<file path="src/rtl/mem_wait_tracker_pkg.sv">
// Purpose: shared defaults and strobe decode for the outstanding-memory-request tracker.
// Latency: none (constants and a pure function).
// Backpressure: none; consumers gate LSU issue on mem_full_arry.
package mem_wait_tracker_pkg;

    localparam int WF_PER_CU = 40;
    localparam int NUM_WF    = WF_PER_CU;
    localparam int WFID_W    = 6;
    localparam int CNT_W     = 4;
    localparam int WDOG_W    = 10;

    // One bit of the one-hot strobe decode: does this strobe hit wavefront idx?
    // Ids at or above the wavefront count never match any slot, so they fall away.
    function automatic logic wf_hit(input logic vld, input int id, input int idx);
        return vld && (id == idx);
    endfunction

endpackage

</file>
<file path="src/rtl/mem_wait_slot.sv">
// Purpose: one wavefront's saturating in-flight counter, priority update and optional watchdog (MEM_WAIT_WATCHDOG_EN).
// Latency: wait/full/timeout come from registers (1 cycle); ovf/unf pulses are same-cycle combinational.
// Backpressure: none; an issue at a full counter is dropped and flagged through ovf_pulse.
module mem_wait_slot #(
    parameter int CNT_W  = mem_wait_tracker_pkg::CNT_W,
    parameter int WDOG_W = mem_wait_tracker_pkg::WDOG_W
) (
    input  logic clk,
    input  logic rst,
    input  logic inc,
    input  logic sgpr_dec,
    input  logic vgpr_dec,
    input  logic clr,
    output logic waiting,
    output logic full,
    output logic ovf_pulse,
    output logic unf_pulse,
    output logic wdog_timeout
);
    import mem_wait_tracker_pkg::*;

    // Two extra bits hold both the sign and the one-past-max value.
    localparam int SW = CNT_W + 2;
    localparam logic [CNT_W-1:0] CNT_MAX = '1;

    if (CNT_W < 1 || WDOG_W < 2) begin : g_bad_cfg
        $error("mem_wait_slot: CNT_W must be >= 1 and WDOG_W >= 2");
    end

    logic [CNT_W-1:0]    cnt;
    logic signed [SW-1:0] nxt;
    logic                under;
    logic                over;

    // Signed next-count before clamping.
    always_comb begin
        nxt = signed'({2'b00, cnt}) + signed'(SW'(inc))
            - signed'(SW'(sgpr_dec)) - signed'(SW'(vgpr_dec));
    end

    assign under     = nxt[SW-1];
    assign over      = !under && nxt[CNT_W];
    // A clear discards the cycle's other events, including their errors.
    assign ovf_pulse = !clr && over;
    assign unf_pulse = !clr && under;

    // Counter register: clear beats clamping, clamping beats the plain update.
    always_ff @(posedge clk) begin
        if (rst) begin
            cnt <= '0;
        end else if (clr) begin
            cnt <= '0;
        end else if (under) begin
            cnt <= '0;
        end else if (over) begin
            cnt <= CNT_MAX;
        end else begin
            cnt <= nxt[CNT_W-1:0];
        end
    end

    assign waiting = (cnt != '0);
    assign full    = (cnt == CNT_MAX);

`ifdef MEM_WAIT_WATCHDOG_EN
    logic [WDOG_W-1:0] wdog;
    logic [WDOG_W-1:0] wdog_nxt;
    logic              tmo;

    // Watchdog restarts on any forward progress or when idle, saturates otherwise.
    always_comb begin
        wdog_nxt = wdog;
        if (clr || sgpr_dec || vgpr_dec || (cnt == '0)) begin
            wdog_nxt = '0;
        end else if (wdog != '1) begin
            wdog_nxt = wdog + WDOG_W'(1);
        end
    end

    // Watchdog and sticky timeout registers; only clear or reset drop the timeout.
    always_ff @(posedge clk) begin
        if (rst) begin
            wdog <= '0;
            tmo  <= 1'b0;
        end else begin
            wdog <= wdog_nxt;
            if (clr) begin
                tmo <= 1'b0;
            end else if (wdog_nxt == '1) begin
                tmo <= 1'b1;
            end
        end
    end

    assign wdog_timeout = tmo;
`else
    assign wdog_timeout = 1'b0;
`endif

endmodule

</file>
<file path="src/rtl/mem_wait_tracker.sv">
// Purpose: per-wavefront outstanding-memory-request tracker (optional watchdog via MEM_WAIT_WATCHDOG_EN).
// Latency: event in cycle N shows on every output in cycle N+1; no input-to-output combinational path.
// Backpressure: none; issue stage must stall a wavefront while its mem_full_arry bit is set.
module mem_wait_tracker #(
    parameter int NUM_WF = mem_wait_tracker_pkg::NUM_WF,
    parameter int WFID_W = mem_wait_tracker_pkg::WFID_W,
    parameter int CNT_W  = mem_wait_tracker_pkg::CNT_W,
    parameter int WDOG_W = mem_wait_tracker_pkg::WDOG_W
) (
    input  logic              clk,
    input  logic              rst,
    input  logic              lsu_valid,
    input  logic [WFID_W-1:0] lsu_wfid,
    input  logic              lsu_sgpr_done,
    input  logic [WFID_W-1:0] lsu_sgpr_done_wfid,
    input  logic              lsu_vgpr_done,
    input  logic [WFID_W-1:0] lsu_vgpr_done_wfid,
    input  logic              wf_clear,
    input  logic [WFID_W-1:0] wf_clear_wfid,
    output logic [NUM_WF-1:0] mem_wait_arry,
    output logic [NUM_WF-1:0] mem_full_arry,
    output logic              err_overflow,
    output logic              err_underflow,
    output logic [NUM_WF-1:0] wdog_timeout_arry
);
    import mem_wait_tracker_pkg::*;

    if ((64'(1) << WFID_W) < 64'(NUM_WF)) begin : g_bad_cfg
        $error("mem_wait_tracker: WFID_W too narrow for NUM_WF");
    end

    logic [NUM_WF-1:0] iss_hit;
    logic [NUM_WF-1:0] sgpr_hit;
    logic [NUM_WF-1:0] vgpr_hit;
    logic [NUM_WF-1:0] clr_hit;
    logic [NUM_WF-1:0] ovf_vec;
    logic [NUM_WF-1:0] unf_vec;

    for (genvar i = 0; i < NUM_WF; i++) begin : g_slot
        assign iss_hit[i]  = wf_hit(lsu_valid,     int'(lsu_wfid),           i);
        assign sgpr_hit[i] = wf_hit(lsu_sgpr_done, int'(lsu_sgpr_done_wfid), i);
        assign vgpr_hit[i] = wf_hit(lsu_vgpr_done, int'(lsu_vgpr_done_wfid), i);
        assign clr_hit[i]  = wf_hit(wf_clear,      int'(wf_clear_wfid),      i);

        mem_wait_slot #(
            .CNT_W  (CNT_W),
            .WDOG_W (WDOG_W)
        ) u_slot (
            .clk          (clk),
            .rst          (rst),
            .inc          (iss_hit[i]),
            .sgpr_dec     (sgpr_hit[i]),
            .vgpr_dec     (vgpr_hit[i]),
            .clr          (clr_hit[i]),
            .waiting      (mem_wait_arry[i]),
            .full         (mem_full_arry[i]),
            .ovf_pulse    (ovf_vec[i]),
            .unf_pulse    (unf_vec[i]),
            .wdog_timeout (wdog_timeout_arry[i])
        );
    end

    // Sticky error flags collect pulses from every slot; only reset clears them.
    always_ff @(posedge clk) begin
        if (rst) begin
            err_overflow  <= 1'b0;
            err_underflow <= 1'b0;
        end else begin
            if (|ovf_vec) begin
                err_overflow <= 1'b1;
            end
            if (|unf_vec) begin
                err_underflow <= 1'b1;
            end
        end
    end

endmodule

</file>
<file path="config.mk">
export PLATFORM = sky130hd
export DESIGN_NAME = mem_wait_tracker
export DESIGN_NICKNAME = d
export VERILOG_FILES = /design/src/rtl/mem_wait_tracker_pkg.sv /design/src/rtl/mem_wait_slot.sv /design/src/rtl/mem_wait_tracker.sv
export SDC_FILE = /design/constraint.sdc
export NUM_CORES = 1
export LEC_CHECK = 0
export ABC_AREA = 0
export ABC_CLOCK_PERIOD_IN_PS = 4050
export BUFFER_PORTS_ARGS = -buffer_cell sky130_fd_sc_hd__clkbuf_2
export CAP_MARGIN = 20
export CORE_ASPECT_RATIO = 1.75
export CORE_UTILIZATION = 50
export CTS_CLUSTER_SIZE = 10
export DETAILED_ROUTE_END_ITERATION = 16
export PLACE_DENSITY = 0.65
export SLEW_MARGIN = 20
export SYNTH_ARGS = -nofsm -noshare
export SYNTH_HDL_FRONTEND = slang
export SYNTH_HIERARCHICAL = 1
export SYNTH_SLANG_ARGS = --single-unit
</file>
<file path="constraint.sdc">
create_clock -name clk -period 4.05 [get_ports clk]
set_input_delay 0.2025 -clock clk [delete_from_list [all_inputs] [get_ports clk]]
set_output_delay 0.2025 -clock clk [all_outputs]
set_load 0.01 [all_outputs]
</file>
==> results of run 1 <==
## cell families after synthesis
kind of cell | share of synthesized area (%)
other cells | 0.8154
xor+xnor | 1.903
buf+inv | 11.36
fa+ha+maj | 30.44
compound gates | 14.50
simple gates | 23.36
flops | 17.61
## flip-flops by register name, summed over array words and instances (netlist names)
name and count:
err_underflow 1, g_slot.u_slot/cnt 160, err_overflow 1
## layout make-up
type | instances | area share [%]
multi-input cells | 1495 | 64.27
flip-flops and latches | 162 | 15.94
inverters | 460 | 8.486
repair buffers | 189 | 5.608
well taps | 470 | 2.890
clock buffers | 17 | 2.091
clock inverters | 15 | 0.7194
## final timing paths
kind | depth (start not counted) | endpoint | slack, ns
max | 16 | err_overflow | 0.27
min | 6 | g_slot[19].u_slot/cnt[0] | 0.44
max reg2reg | 11 | err_overflow | 1.04
min reg2reg | 2 | g_slot[18].u_slot/cnt[3] | 0.57
## where the power goes
part | leakage, uW | internal [uW] | switching, uW
combinational | 0.00820 | 4270 | 4820
clock | 0.000276 | 863 | 783
sequential | 0.00135 | 2290 | 730
total | 0.00982 | 7430 | 6340
## critical path, cell delays in order
cell	delay [ns]
sky130_fd_sc_hd__clkbuf_2	0.09
sky130_fd_sc_hd__or3b_1	0.53
sky130_fd_sc_hd__buf_4	0.24
sky130_fd_sc_hd__nor4_1	0.26
sky130_fd_sc_hd__inv_1	0.11
sky130_fd_sc_hd__fa_1	0.41
sky130_fd_sc_hd__inv_1	0.07
sky130_fd_sc_hd__ha_1	0.18
sky130_fd_sc_hd__inv_1	0.05
sky130_fd_sc_hd__ha_1	0.28
sky130_fd_sc_hd__and3b_1	0.21
sky130_fd_sc_hd__o31ai_2	0.31
sky130_fd_sc_hd__a221oi_1	0.17
sky130_fd_sc_hd__nor4_1	0.41
sky130_fd_sc_hd__nand4_1	0.25
sky130_fd_sc_hd__o31a_1	0.35
## layer usage
metal / global-route usage [%] / vias up
met2: 52.07 / 371
met3: 4.064 / 134
met1: 26.58 / 7599
met4: 16.12 / 2
li1: - / 7602
met5: 0 / -
## cells in the final DEF (no fill, tap or decap), drive strengths merged
cell,count
nor3,18
or3,4
nor2,203
clkinv,4
dfxtp,162
nand2,77
o31ai,40
fa,80
and3b,40
a211o,40
nand2b,60
buf,78
nand3,25
or2,8
nand4,44
and3,40
xnor2,40
nand3b,48
bufinv,1
conb,40
nor4,70
ha,320
o31a,82
clkinvlp,2
a31oi,120
a221oi,40
nor2b,4
and2b,40
clkbuf,128
or3b,12
inv,468
## Yosys cell counts (44+ instances only)
| cell type | n | area (um^2) |
|---|---|---|
| sky130_fd_sc_hd__nand4_1 | 44 | 275.3 |
| sky130_fd_sc_hd__ha_1 | 320 | 4004 |
| sky130_fd_sc_hd__nand3b_1 | 48 | 360.4 |
| sky130_fd_sc_hd__fa_1 | 80 | 1602 |
| sky130_fd_sc_hd__dfxtp_1 | 162 | 3243 |
| sky130_fd_sc_hd__a31oi_1 | 120 | 750.7 |
| sky130_fd_sc_hd__o31a_1 | 82 | 718.2 |
| sky130_fd_sc_hd__inv_1 | 460 | 1727 |
| sky130_fd_sc_hd__nand2_1 | 77 | 289.0 |
| sky130_fd_sc_hd__nor2_1 | 203 | 762.0 |
## per-stage QoR
step	worst slack [ns]	std cells	instance area, um^2
after global placement	-0.06201	2776	19780
after floorplan	0.4958	2173	18410
after detailed placement	-0.1373	2776	19780
final	0.2700	2808	20350
after CTS	0.3280	2808	20350
after global routing	0.04828	2808	20350
==> implementation parameters, run 1 <==
Parameter                              Value

Finish
  Util after Layout ... 56.30%
  Area growth from synthesis to layout ... 10.51%
  Number of nets in the final layout ... between 2000 and 3000
  Fraction of final layout cells sized beyond drive strength 1 ... 17.15%
  Antenna diode count ... 0
  Flip-flop and latch area ... 3243 um^2
  Area of combinational cells with multiple inputs ... 13080 um^2
  Filler Cell Count ... 3419

Floorplan
  Num ports ... roughly 150
  Standard cell core area ... 36140 um^2
  Die Footprint ... 37630 um^2
  Die height ... 255.9 um
  Starting density of the core ... 50.94%
  Number of placement rows ... 92
  Width of the chip ... 147.1 um

Critical path
  Critical path fanouts, max ... 8
  Capturing element type of the critical path ... register
  Arrival time reported for the critical path endpoint ... 4.13 ns
  Element type at the critical path start ... input pin
  Startpoint of the most critical register-to-register path ... g_slot[30].u_slot/cnt[1]
  Crit path required time ... 4.40 ns
  First element of the critical path ... lsu_sgpr_done_wfid[5]
  Type of the worst setup path ... input pin to register

Synth
  Cell count after synthesis ... 2173
  Count of distinct cell types in the synthesized netlist ... 34
  Number of synthesized register bits ... 162
  Post-Synthesis Cell Area ... 18410 um^2
  Number of enable-type register cells in the synthesized netlist ... 0
  Syn_area_per_cell ... 8.473 um^2
  Mapped Nets ... 2603
  Commonest register cell after synthesis ... sky130_fd_sc_hd__dfxtp_1
  Sequential fraction of the synthesis area ... 17.61%
  Share of synthesized registers carrying an async set or reset ... 0%
  Synth warnings ... 6

Hold path
  Class of the most critical hold timing path ... input pin to register
  Hold path start ... lsu_sgpr_done_wfid[2]

Detailed routing
  Number of iterations in the first detailed-routing pass ... 5
  Post-detailed-route via-to-cell ratio ... roughly 5.6
  M1 wire length ... roughly 18000 um
  Highest metal used ... met5
  Iteration-0 DRC count of the detailed router ... just over 500
  Met2 WL post-DR ... 26980 um
  Count of nets left with antenna violations after detail routing ... 0
  Post-route DRC ... 0
  Detail Route met3 WL ... 1881 um
  Detailed-route wire length ... between 50000 and 60000 um
  Routed length per placed instance ... 17.84 um
  Vias after detailed routing ... 15710

STA
  Hold slack final ... about 0.44 ns
  Tmin final ... roughly 3.8 ns
  Final count of hold timing violations ... 0
  Final worst path period share ... 93.33%
  Setup repair after global routing missed its margin ... no
  Setup TNS ... 0 ns
  Final count of negative-setup-slack endpoints ... 0
  Final Max Tran Viols ... 0
  Slew at the pin closest to its max-slew limit ... between 0.7 and 0.8 ns
  Worst slew margin relative to its limit ... 51.98%
  Fmax ... about 0.26 GHz
  Worst Clk Skew ... 0.01105 ns

CTS
  CTS Hold Buffers Added ... 0
  Number of cells upsized or downsized after cts ... 0
  Number of setup buffers added after CTS ... 0
  Clock Latency Late Sink ... 0.46 ns
  Clock tree from TritonCTS ... done
  Number of clock buffers inserted by TritonCTS ... 17
  Number of clock sinks ... 162
  H-tree level count ... 4
  CTS root buf ... sky130_fd_sc_hd__clkbuf_16
  CTS Buffer Depth ... 2
  CTS clock-pin slew for the worst setup and hold paths ... about 0.07 ns

Global routing
  Overall routing resource usage ... roughly 27%
  Pin count of the biggest net entering global routing ... 42
  Wire length of the first global-routing pass ... 80480 um
  Initial antenna violation count ... 1
  Via count of the first global-routing pass ... ~16000
  Overflow after GRT ... 0

Pwr
  VDD IR-drop max ... 0.4056 mV
  P_leak ... 0.009823 uW
  PwrDens ... ~680 nW/um^2
  Total power consumption of the routed design ... 13760 uW

Placed design
  Placer congestion estimate ... ~0.97
  Count of buffers from port buffering ... ~110
  Total half-perimeter wirelength after legalization and detailed placement ... 42320 um

Status
  Result of the run ... completed

Job
  Max-capacitance violation count ... 0
Note: power is estimated with default switching activity, not from simulation.
==> run 2, diff against run 1 <==
--- a/config.mk
+++ b/config.mk
@@ -6,7 +6,7 @@
 export NUM_CORES = 1
 export LEC_CHECK = 0
 export ABC_AREA = 0
-export ABC_CLOCK_PERIOD_IN_PS = 4050
+export ABC_CLOCK_PERIOD_IN_PS = 3600
 export BUFFER_PORTS_ARGS = -buffer_cell sky130_fd_sc_hd__clkbuf_2
 export CAP_MARGIN = 20
 export CORE_ASPECT_RATIO = 1.75
==> constraint.sdc (replaced) <==
create_clock -name clk -period 3.6 [get_ports clk]
set_input_delay 0.18 -clock clk [delete_from_list [all_inputs] [get_ports clk]]
set_output_delay 0.18 -clock clk [all_outputs]
set_load 0.01 [all_outputs]
==> run 2 against run 1 <==
Effect of this change: worst setup slack got worse by 0.19 ns; sequential share of layout area down 1.0 points; final cell count is 6.2% higher; via count increased by 4.6%; combinational power up 22%; total power is 19% higher; sequential power increased by 13%; flip-flop and latch count unchanged; clock power is 8% higher; die area is the same; critical path type unchanged; critical endpoint unchanged.
==> implementation parameters, run 2 (synthesized netlist as in run 1, its figures left out) <==
Parameter                              Value

STA
  Final count of hold timing violations ... 0
  Tmin final ... 3.524 ns
  Fmax ... approximately 0.28 GHz
  Hold slack final ... 0.4802 ns
  Worst Clk Skew ... 0.007278 ns
  Worst slew margin relative to its limit ... 51.80%
  Final count of negative-setup-slack endpoints ... 0
  Slew at the pin closest to its max-slew limit ... just over 0.7 ns
  Final Max Tran Viols ... 0
  Final worst path period share ... 97.89%

Detailed routing
  Routed length per placed instance ... 17.39 um
  Post-detailed-route via-to-cell ratio ... 5.510
  Vias after detailed routing ... 16440
  Number of iterations in the first detailed-routing pass ... 5
  Iteration-0 DRC count of the detailed router ... approximately 640
  Count of nets left with antenna violations after detail routing ... 0
  Post-route DRC ... 0
  Detailed-route wire length ... 51860 um

Pwr
  Logic pwr share ... just under 70%
  Fraction of power spent switching nets ... 44.74%
  P_leak ... 0.01071 uW
  PwrDens ... 751.3 nW/um^2
  Internal power summed over all cells ... between 9000 and 10000 uW
  Seq pwr share ... 21.0%
  Fraction of power consumed by the clock network ... approximately 11%
  Power dissipated by switching net loads ... 7304 uW
  VDD IR-drop max ... 0.4039 mV

CTS
  CTS Buffer Depth ... 2
  Clock Latency Late Sink ... between 0.4 and 0.5 ns
  Number of clock sinks ... 162
  H-tree level count ... 4
  Clock tree from TritonCTS ... done
  CTS root buf ... sky130_fd_sc_hd__clkbuf_16
  Number of setup buffers added after CTS ... 0
  CTS clock-pin slew for the worst setup and hold paths ... 0.07 ns
  Number of clock buffers inserted by TritonCTS ... 17

Finish
  Post-route design area ... 21730 um^2
  Largest registers ranked by flip-flop count ... g_slot.u_slot/cnt: 160 flops, err_overflow: 1 flops, err_underflow: 1 flops
  Antenna diode count ... 0
  Most common library cell in the layout ignoring fill and taps ... sky130_fd_sc_hd__inv_1
  Util after Layout ... 60.11%
  Number of nets in the final layout ... 2930
  Area growth from synthesis to layout ... 17.99%
  Most frequent cells in the layout ... sky130_fd_sc_hd__inv_1 (460), sky130_fd_sc_hd__ha_1 (320), sky130_fd_sc_hd__buf_4 (252)
  Largest register FFs ... 160
  Fraction of final layout cells sized beyond drive strength 1 ... 23.16%
  Largest register by flop count ... g_slot.u_slot/cnt

Critical path
  Startpoint of the most critical register-to-register path ... g_slot[34].u_slot/cnt[3]
  Element type at the critical path start ... input pin
  Slowest stage cell on the critical path ... sky130_fd_sc_hd__or3b_2
  Arrival time reported for the critical path endpoint ... 3.88 ns
  Crit path buffers/inverters ... 5
  Capturing element type of the critical path ... register
  Cell family contributing the most delay on the critical path ... simple AND/OR/NAND/NOR gates
  Cell repeated most along the worst path ... sky130_fd_sc_hd__inv_1
  First element of the critical path ... lsu_vgpr_done_wfid[5]
  Depth of the worst register-to-register path ... 9
  Type of the worst setup path ... input pin to register
  Maximum single-stage delay on the critical path ... 0.55 ns
  Cell-by-cell listing of the critical path ... clkbuf_2 -> nand3b_1 -> or3b_2 -> buf_4 -> nor2_1 -> inv_1 -> fa_1 -> inv_1 -> ha_1 -> inv_1 -> ha_1 -> and3b_1 -> o31ai_2 -> a221oi_1 -> nor4_1 -> nand3_1 -> o31a_1
  Crit path required time ... 3.95 ns
  Critical path fanouts, max ... 3
  Critical path depth in cells ... 17

Floorplan
  Width of the chip ... about 150 um
  Num ports ... 152
  Die Footprint ... 37630 um^2
  Die height ... 255.9 um
  Number of placement rows ... approximately 90
  Starting density of the core ... around half
  Standard cell core area ... 36140 um^2

Placed design
  Total half-perimeter wirelength after legalization and detailed placement ... around 44000 um
  Placer congestion estimate ... 0.9189
  Count of buffers from port buffering ... between 100 and 150
  Area of placed instances ... 21100 um^2

Global routing
  Overall routing resource usage ... 27.76%
  Pin count of the biggest net entering global routing ... 23
  Initial antenna violation count ... 2
  Wire length of the first global-routing pass ... 82800 um
  Via count of the first global-routing pass ... 17100
  Overflow after GRT ... 0

Status
  Result of the run ... completed

Hold path
  Hold Path Cell Cnt ... 6
  Class of the most critical hold timing path ... input pin to register
  Hold path start ... wf_clear_wfid[0]

Job
  Max-capacitance violation count ... 0
-- run 2: cell types whose count changed in the layout (fill, tap and decap cells not counted), moves of 3 or more --
cell | previous run | this run
sky130_fd_sc_hd__buf_4 | 78 | 252
sky130_fd_sc_hd__clkbuf_8 | 0 | 4
sky130_fd_sc_hd__clkinv_2 | 1 | 4
sky130_fd_sc_hd__inv_6 | 8 | 1
sky130_fd_sc_hd__nor4_1 | 30 | 26
sky130_fd_sc_hd__nor4_2 | 40 | 44
sky130_fd_sc_hd__o31ai_2 | 40 | 37
sky130_fd_sc_hd__o31ai_4 | 0 | 3
sky130_fd_sc_hd__or3b_4 | 4 | 8
-- run 2: what timing repair did --
item	4_1_cts	5_1_grt
hold buffers	0	0
pin swaps	0	5
resized for setup	1	11
setup endpoints to repair	1	2
-- run 2: final cells by class --
cell class / count / area [um^2]
fill: 3316 / 14420
sequential: 162 / 3243
inverter: 460 / 1727
clock inverter: 11 / 78.83
tap: 470 / 588.1
timing repair buffer: 364 / 2467
clock buffer: 21 / 480.5
multi-input combinational: 1495 / 13140
-- run 2: stage by stage --
stage | setup TNS [ns] | cells | total power (uW) | setup WS [ns]
5_1_grt | -0.04687 | 2983 | 17700 | -0.04687
6_report | 0 | 2983 | 16320 | 0.07597
3_3_place_gp | -0.8791 | 2951 | 14070 | -0.4852
4_1_cts | 0 | 2983 | 16310 | 0.02003
3_5_place_dp | -1.355 | 2951 | 14450 | -0.5651
2_1_floorplan | 0 | 2173 | 10870 | 0.06830
-- run 2: metal layers --
metal	track usage [%]	wire length (um)	share of wire, %	vias up
met3	4.599	2249	4.3	157
met1	26.10	18090	35	7909
li1	-	-	-	7972
met5	0	24	0.046	-
met4	17.73	3374	6.5	4
met2	54.10	28120	54	394
-- run 2: worst paths after layout --
check / slack (ns) / endpoint
max reg2reg: 0.92 / err_overflow
min reg2reg: 0.56 / g_slot[5].u_slot/cnt[3]
min: 0.48 / err_underflow
max: 0.08 / err_overflow
-- run 2: power by group through the flow --
stage               registers (uW)  clock network (uW)  logic (uW)
floorplan                     3210                   0        7660
global placement              3420                   0       10600
detailed placement            3450                   0       11000
CTS                           3420                1830       11100
global route                  3550                1900       12300
finish                        3420                1790       11100
-- run 2: worst register-to-register path, delay by kind of cell (launching register included) --
| family | cells | cell delay (ns) |
|---|---|---|
| compound gates | 3 | 0.81 |
| fa+ha+maj | 1 | 0.39 |
| buf+inv | 2 | 0.32 |
| flops | 1 | 0.41 |
| simple gates | 3 | 0.65 |
==> run 3, diff against run 2 <==
--- a/config.mk
+++ b/config.mk
@@ -5,7 +5,7 @@
 export SDC_FILE = /design/constraint.sdc
 export NUM_CORES = 1
 export LEC_CHECK = 0
-export ABC_AREA = 0
+export ABC_AREA = 1
 export ABC_CLOCK_PERIOD_IN_PS = 3600
 export BUFFER_PORTS_ARGS = -buffer_cell sky130_fd_sc_hd__clkbuf_2
 export CAP_MARGIN = 20
==> run 3 against run 2 <==
Effect of this change: core utilization down 5.2 points; hold slack gained 0.017 ns; via count decreased by 14%; critical path depth increased by 4; worst setup slack better by 0.50 ns; largest power group unchanged; global-route usage is 2.6 points lower.
==> implementation parameters, run 3 <==
Parameter                              Value

Pwr
  Logic pwr share ... 60.5%
  Seq pwr share ... 24.5%
  Internal power summed over all cells ... 6928 uW
  Power dissipated by switching net loads ... 6388 uW
  Fraction of power consumed by the clock network ... 15.0%
  Fraction of power spent switching nets ... 47.97%
  VDD IR-drop max ... 0.3967 mV
  PwrDens ... 734.5 nW/um^2
  P_leak ... 0.009608 uW

CTS
  Clock Latency Late Sink ... 0.46 ns
  Number of clock buffers inserted by TritonCTS ... 17
  CTS Hold Buffers Added ... 0
  Number of cells upsized or downsized after cts ... 0
  Number of clock sinks ... about 160
  Number of setup buffers added after CTS ... 0
  CTS root buf ... sky130_fd_sc_hd__clkbuf_16
  CTS Buffer Depth ... 2
  H-tree level count ... 4
  Clock tree from TritonCTS ... done
  CTS clock-pin slew for the worst setup and hold paths ... 0.07 ns

Placed design
  Count of buffers from port buffering ... 111
  Area of placed instances ... between 15000 and 20000 um^2
  Total half-perimeter wirelength after legalization and detailed placement ... 35300 um
  Pre-CTS setup slack ... between 0.09 and 0.1 ns
  Placer congestion estimate ... 0.9159

Synth
  Count of distinct cell types in the synthesized netlist ... 20
  Cells taking the most area after synthesis ... sky130_fd_sc_hd__ha_1 (24%), sky130_fd_sc_hd__dfxtp_1 (19%), sky130_fd_sc_hd__inv_1 (12%), sky130_fd_sc_hd__nor2_1 (9.8%), sky130_fd_sc_hd__fa_1 (9.5%)
  Most instantiated cells after synthesis ... sky130_fd_sc_hd__inv_1 (549), sky130_fd_sc_hd__nor2_1 (438), sky130_fd_sc_hd__nand2_1 (411)
  Cell count after synthesis ... approximately 2400
  Number of synthesized register bits ... around 160
  Area share of the leading cell type in the synthesized netlist ... 23.87%
  Library cell with the highest instance count after synthesis ... sky130_fd_sc_hd__inv_1
  Synth warnings ... 6
  Post-Synthesis Cell Area ... between 15000 and 20000 um^2
  Number of enable-type register cells in the synthesized netlist ... 0
  Largest area contributor in the netlist ... sky130_fd_sc_hd__ha_1
  Commonest register cell after synthesis ... sky130_fd_sc_hd__dfxtp_1
  Share of synthesized registers carrying an async set or reset ... 0%
  Sequential fraction of the synthesis area ... 19.33%
  Mapped Nets ... 2816
  Syn_area_per_cell ... around 7.0 um^2

STA
  Slew at the pin closest to its max-slew limit ... 0.8608 ns
  Hold slack final ... about 0.50 ns
  Setup repair after global routing missed its margin ... no
  Fmax ... 0.3310 GHz
  Final count of negative-setup-slack endpoints ... 0
  Final Max Tran Viols ... 0
  Tmin final ... 3.021 ns
  Worst Clk Skew ... 0.007515 ns
  Worst slew margin relative to its limit ... between 40% and 50%
  Setup TNS ... 0 ns
  Worst Setup Slack, final ... 0.5790 ns
  Final count of hold timing violations ... 0
  Final worst path period share ... about 84%

Detailed routing
  Routed length per placed instance ... 14.40 um
  Highest metal used ... met4
  Vias after detailed routing ... 14120
  Detailed-route wire length ... 41620 um
  Iteration-0 DRC count of the detailed router ... 634
  Detail Route met3 WL ... 1826 um
  Count of nets left with antenna violations after detail routing ... 0
  Post-detailed-route via-to-cell ratio ... 4.886
  Met2 WL post-DR ... roughly 22000 um
  M1 wire length ... 15630 um
  Number of iterations in the first detailed-routing pass ... 8
  Post-route DRC ... 0

Finish
  Post-route design area ... 18130 um^2
  Largest register by flop count ... g_slot.u_slot/cnt
  Number of nets in the final layout ... between 2000 and 3000
  Area growth from synthesis to layout ... 8.085%
  Fraction of final layout cells sized beyond drive strength 1 ... 7.884%
  Most frequent cells in the layout ... sky130_fd_sc_hd__inv_1 (549), sky130_fd_sc_hd__nor2_1 (438), sky130_fd_sc_hd__nand2_1 (411)
  Largest registers ranked by flip-flop count ... g_slot.u_slot/cnt: 160 flops, err_overflow: 1 flops, err_underflow: 1 flops
  Antenna diode count ... 0
  Most common library cell in the layout ignoring fill and taps ... sky130_fd_sc_hd__inv_1
  Largest register FFs ... 160

Critical path
  Capturing point of the worst reg2reg path ... err_underflow
  Crit path required time ... between 3 and 4 ns
  Critical path fanouts, max ... 8
  Slowest stage cell on the critical path ... sky130_fd_sc_hd__fa_1
  Capturing element type of the critical path ... register
  Element type at the critical path start ... input pin
  Depth of the worst register-to-register path ... 12
  Maximum single-stage delay on the critical path ... 0.48 ns
  Reg2reg setup slack ... 1.07 ns
  Cell repeated most along the worst path ... sky130_fd_sc_hd__nor2_1
  Type of the worst setup path ... input pin to register
  Worst setup path end ... err_underflow
  Arrival time reported for the critical path endpoint ... 3.33 ns
  Startpoint of the most critical register-to-register path ... g_slot[10].u_slot/cnt[1]
  First element of the critical path ... lsu_sgpr_done_wfid[5]
  Cell-by-cell listing of the critical path ... clkbuf_2 -> inv_1 -> nor2_1 -> nand2_1 -> nor2_1 -> inv_1 -> fa_1 -> inv_1 -> ha_1 -> inv_1 -> ha_1 -> inv_1 -> fa_1 -> nand2_1 -> nor2_1 -> nor2_1 -> nand2_1 -> nor2_1 -> nand2_1 -> nor2_1 -> a21oi_1

Floorplan
  Die Footprint ... 34320 um^2
  Width of the chip ... 140.5 um
  Number of placement rows ... 88
  Starting density of the core ... 50.78%
  Standard cell core area ... 33030 um^2
  Die height ... 244.3 um
  Num ports ... 152

Job
  Max-capacitance violation count ... 0

Global routing
  Wire length of the first global-routing pass ... 67450 um
  Pin count of the biggest net entering global routing ... 29
  Via count of the first global-routing pass ... 14480
  Overall routing resource usage ... approximately 25%
  Initial antenna violation count ... 0
  Overflow after GRT ... 0

Status
  Result of the run ... completed

Hold path
  Hold Path Cell Cnt ... 2
  Class of the most critical hold timing path ... input pin to register
run 3: cell types whose count changed after synthesis, moves of 42 or more:
cell | previous run | this run
sky130_fd_sc_hd__nand2_1 | 77 | 411
sky130_fd_sc_hd__nand3b_1 | 48 | 0
sky130_fd_sc_hd__a31oi_1 | 120 | 0
sky130_fd_sc_hd__nor2_1 | 203 | 438
sky130_fd_sc_hd__nand4_1 | 44 | 2
sky130_fd_sc_hd__o31a_1 | 82 | 0
sky130_fd_sc_hd__inv_1 | 460 | 549
sky130_fd_sc_hd__nand3_1 | 25 | 83
sky130_fd_sc_hd__a21oi_1 | 0 | 162
run 3: critical path: cells and delay by family:
| family | cells | cell delay, ns |
|---|---|---|
| AO/OA/AOI/OAI | 1 | 0.06 |
| adder cells (fa/ha/maj) | 4 | 1.26 |
| buffers and inverters | 6 | 0.47 |
| AND/OR/NAND/NOR | 10 | 1.38 |
run 3: through the flow:
| stage | cells | power, uW | util [%] |
|---|---|---|---|
| after floorplan | 2386 | 9220 | - |
| after global placement | 2861 | 11150 | 53.00 |
| after detailed placement | 2861 | 11370 | 53.00 |
| after CTS | 2891 | 13420 | 54.89 |
| after global routing | 2891 | 14730 | 54.89 |
| final | 2891 | 13320 | 54.89 |
run 3: cells by family after synthesis:
kind of cell / synth area share (%)
flip-flops: 19.33
AO/OA/AOI/OAI: 4.833
buffers and inverters: 14.60
other: 0.8950
adder cells (fa/ha/maj): 33.42
AND/OR/NAND/NOR: 24.84
XOR/XNOR: 2.088
run 3: power by group through the flow:
stage / registers (uW) / logic, uW / clock network (uW)
after detailed placement: 3310 / 8060 / 0
after global routing: 3380 / 9240 / 2120
after CTS: 3270 / 8110 / 2050
after global placement: 3280 / 7870 / 0
after floorplan: 3130 / 6090 / 0
final: 3260 / 8060 / 2000
run 3: layout make-up:
cell class | count | area [um^2]
timing repair buffer | 118 | 608.1
inverter | 550 | 2064
tap | 405 | 506.7
clock buffer | 21 | 470.5
sequential | 162 | 3243
clock inverter | 9 | 155.1
multi-input combinational | 1626 | 11080
fill | 3256 | 14900
run 3: metal layers:
metal	track usage, %	vias to the layer above
met5	0	-
met4	13.20	0
met3	4.660	84
met2	48.93	285
met1	25.02	6543
li1	-	7212
run 3: how the worst min path moves through the flow:
stage | from | to
4_1_cts | wf_clear_wfid[0] | g_slot[30].u_slot/cnt[2]
5_1_grt | rst | err_underflow
3_5_place_dp | g_slot[3].u_slot/cnt[0] | g_slot[3].u_slot/cnt[0]
6_report | rst | err_underflow
2_1_floorplan | rst | err_overflow
3_3_place_gp | g_slot[9].u_slot/cnt[0] | g_slot[9].u_slot/cnt[0]
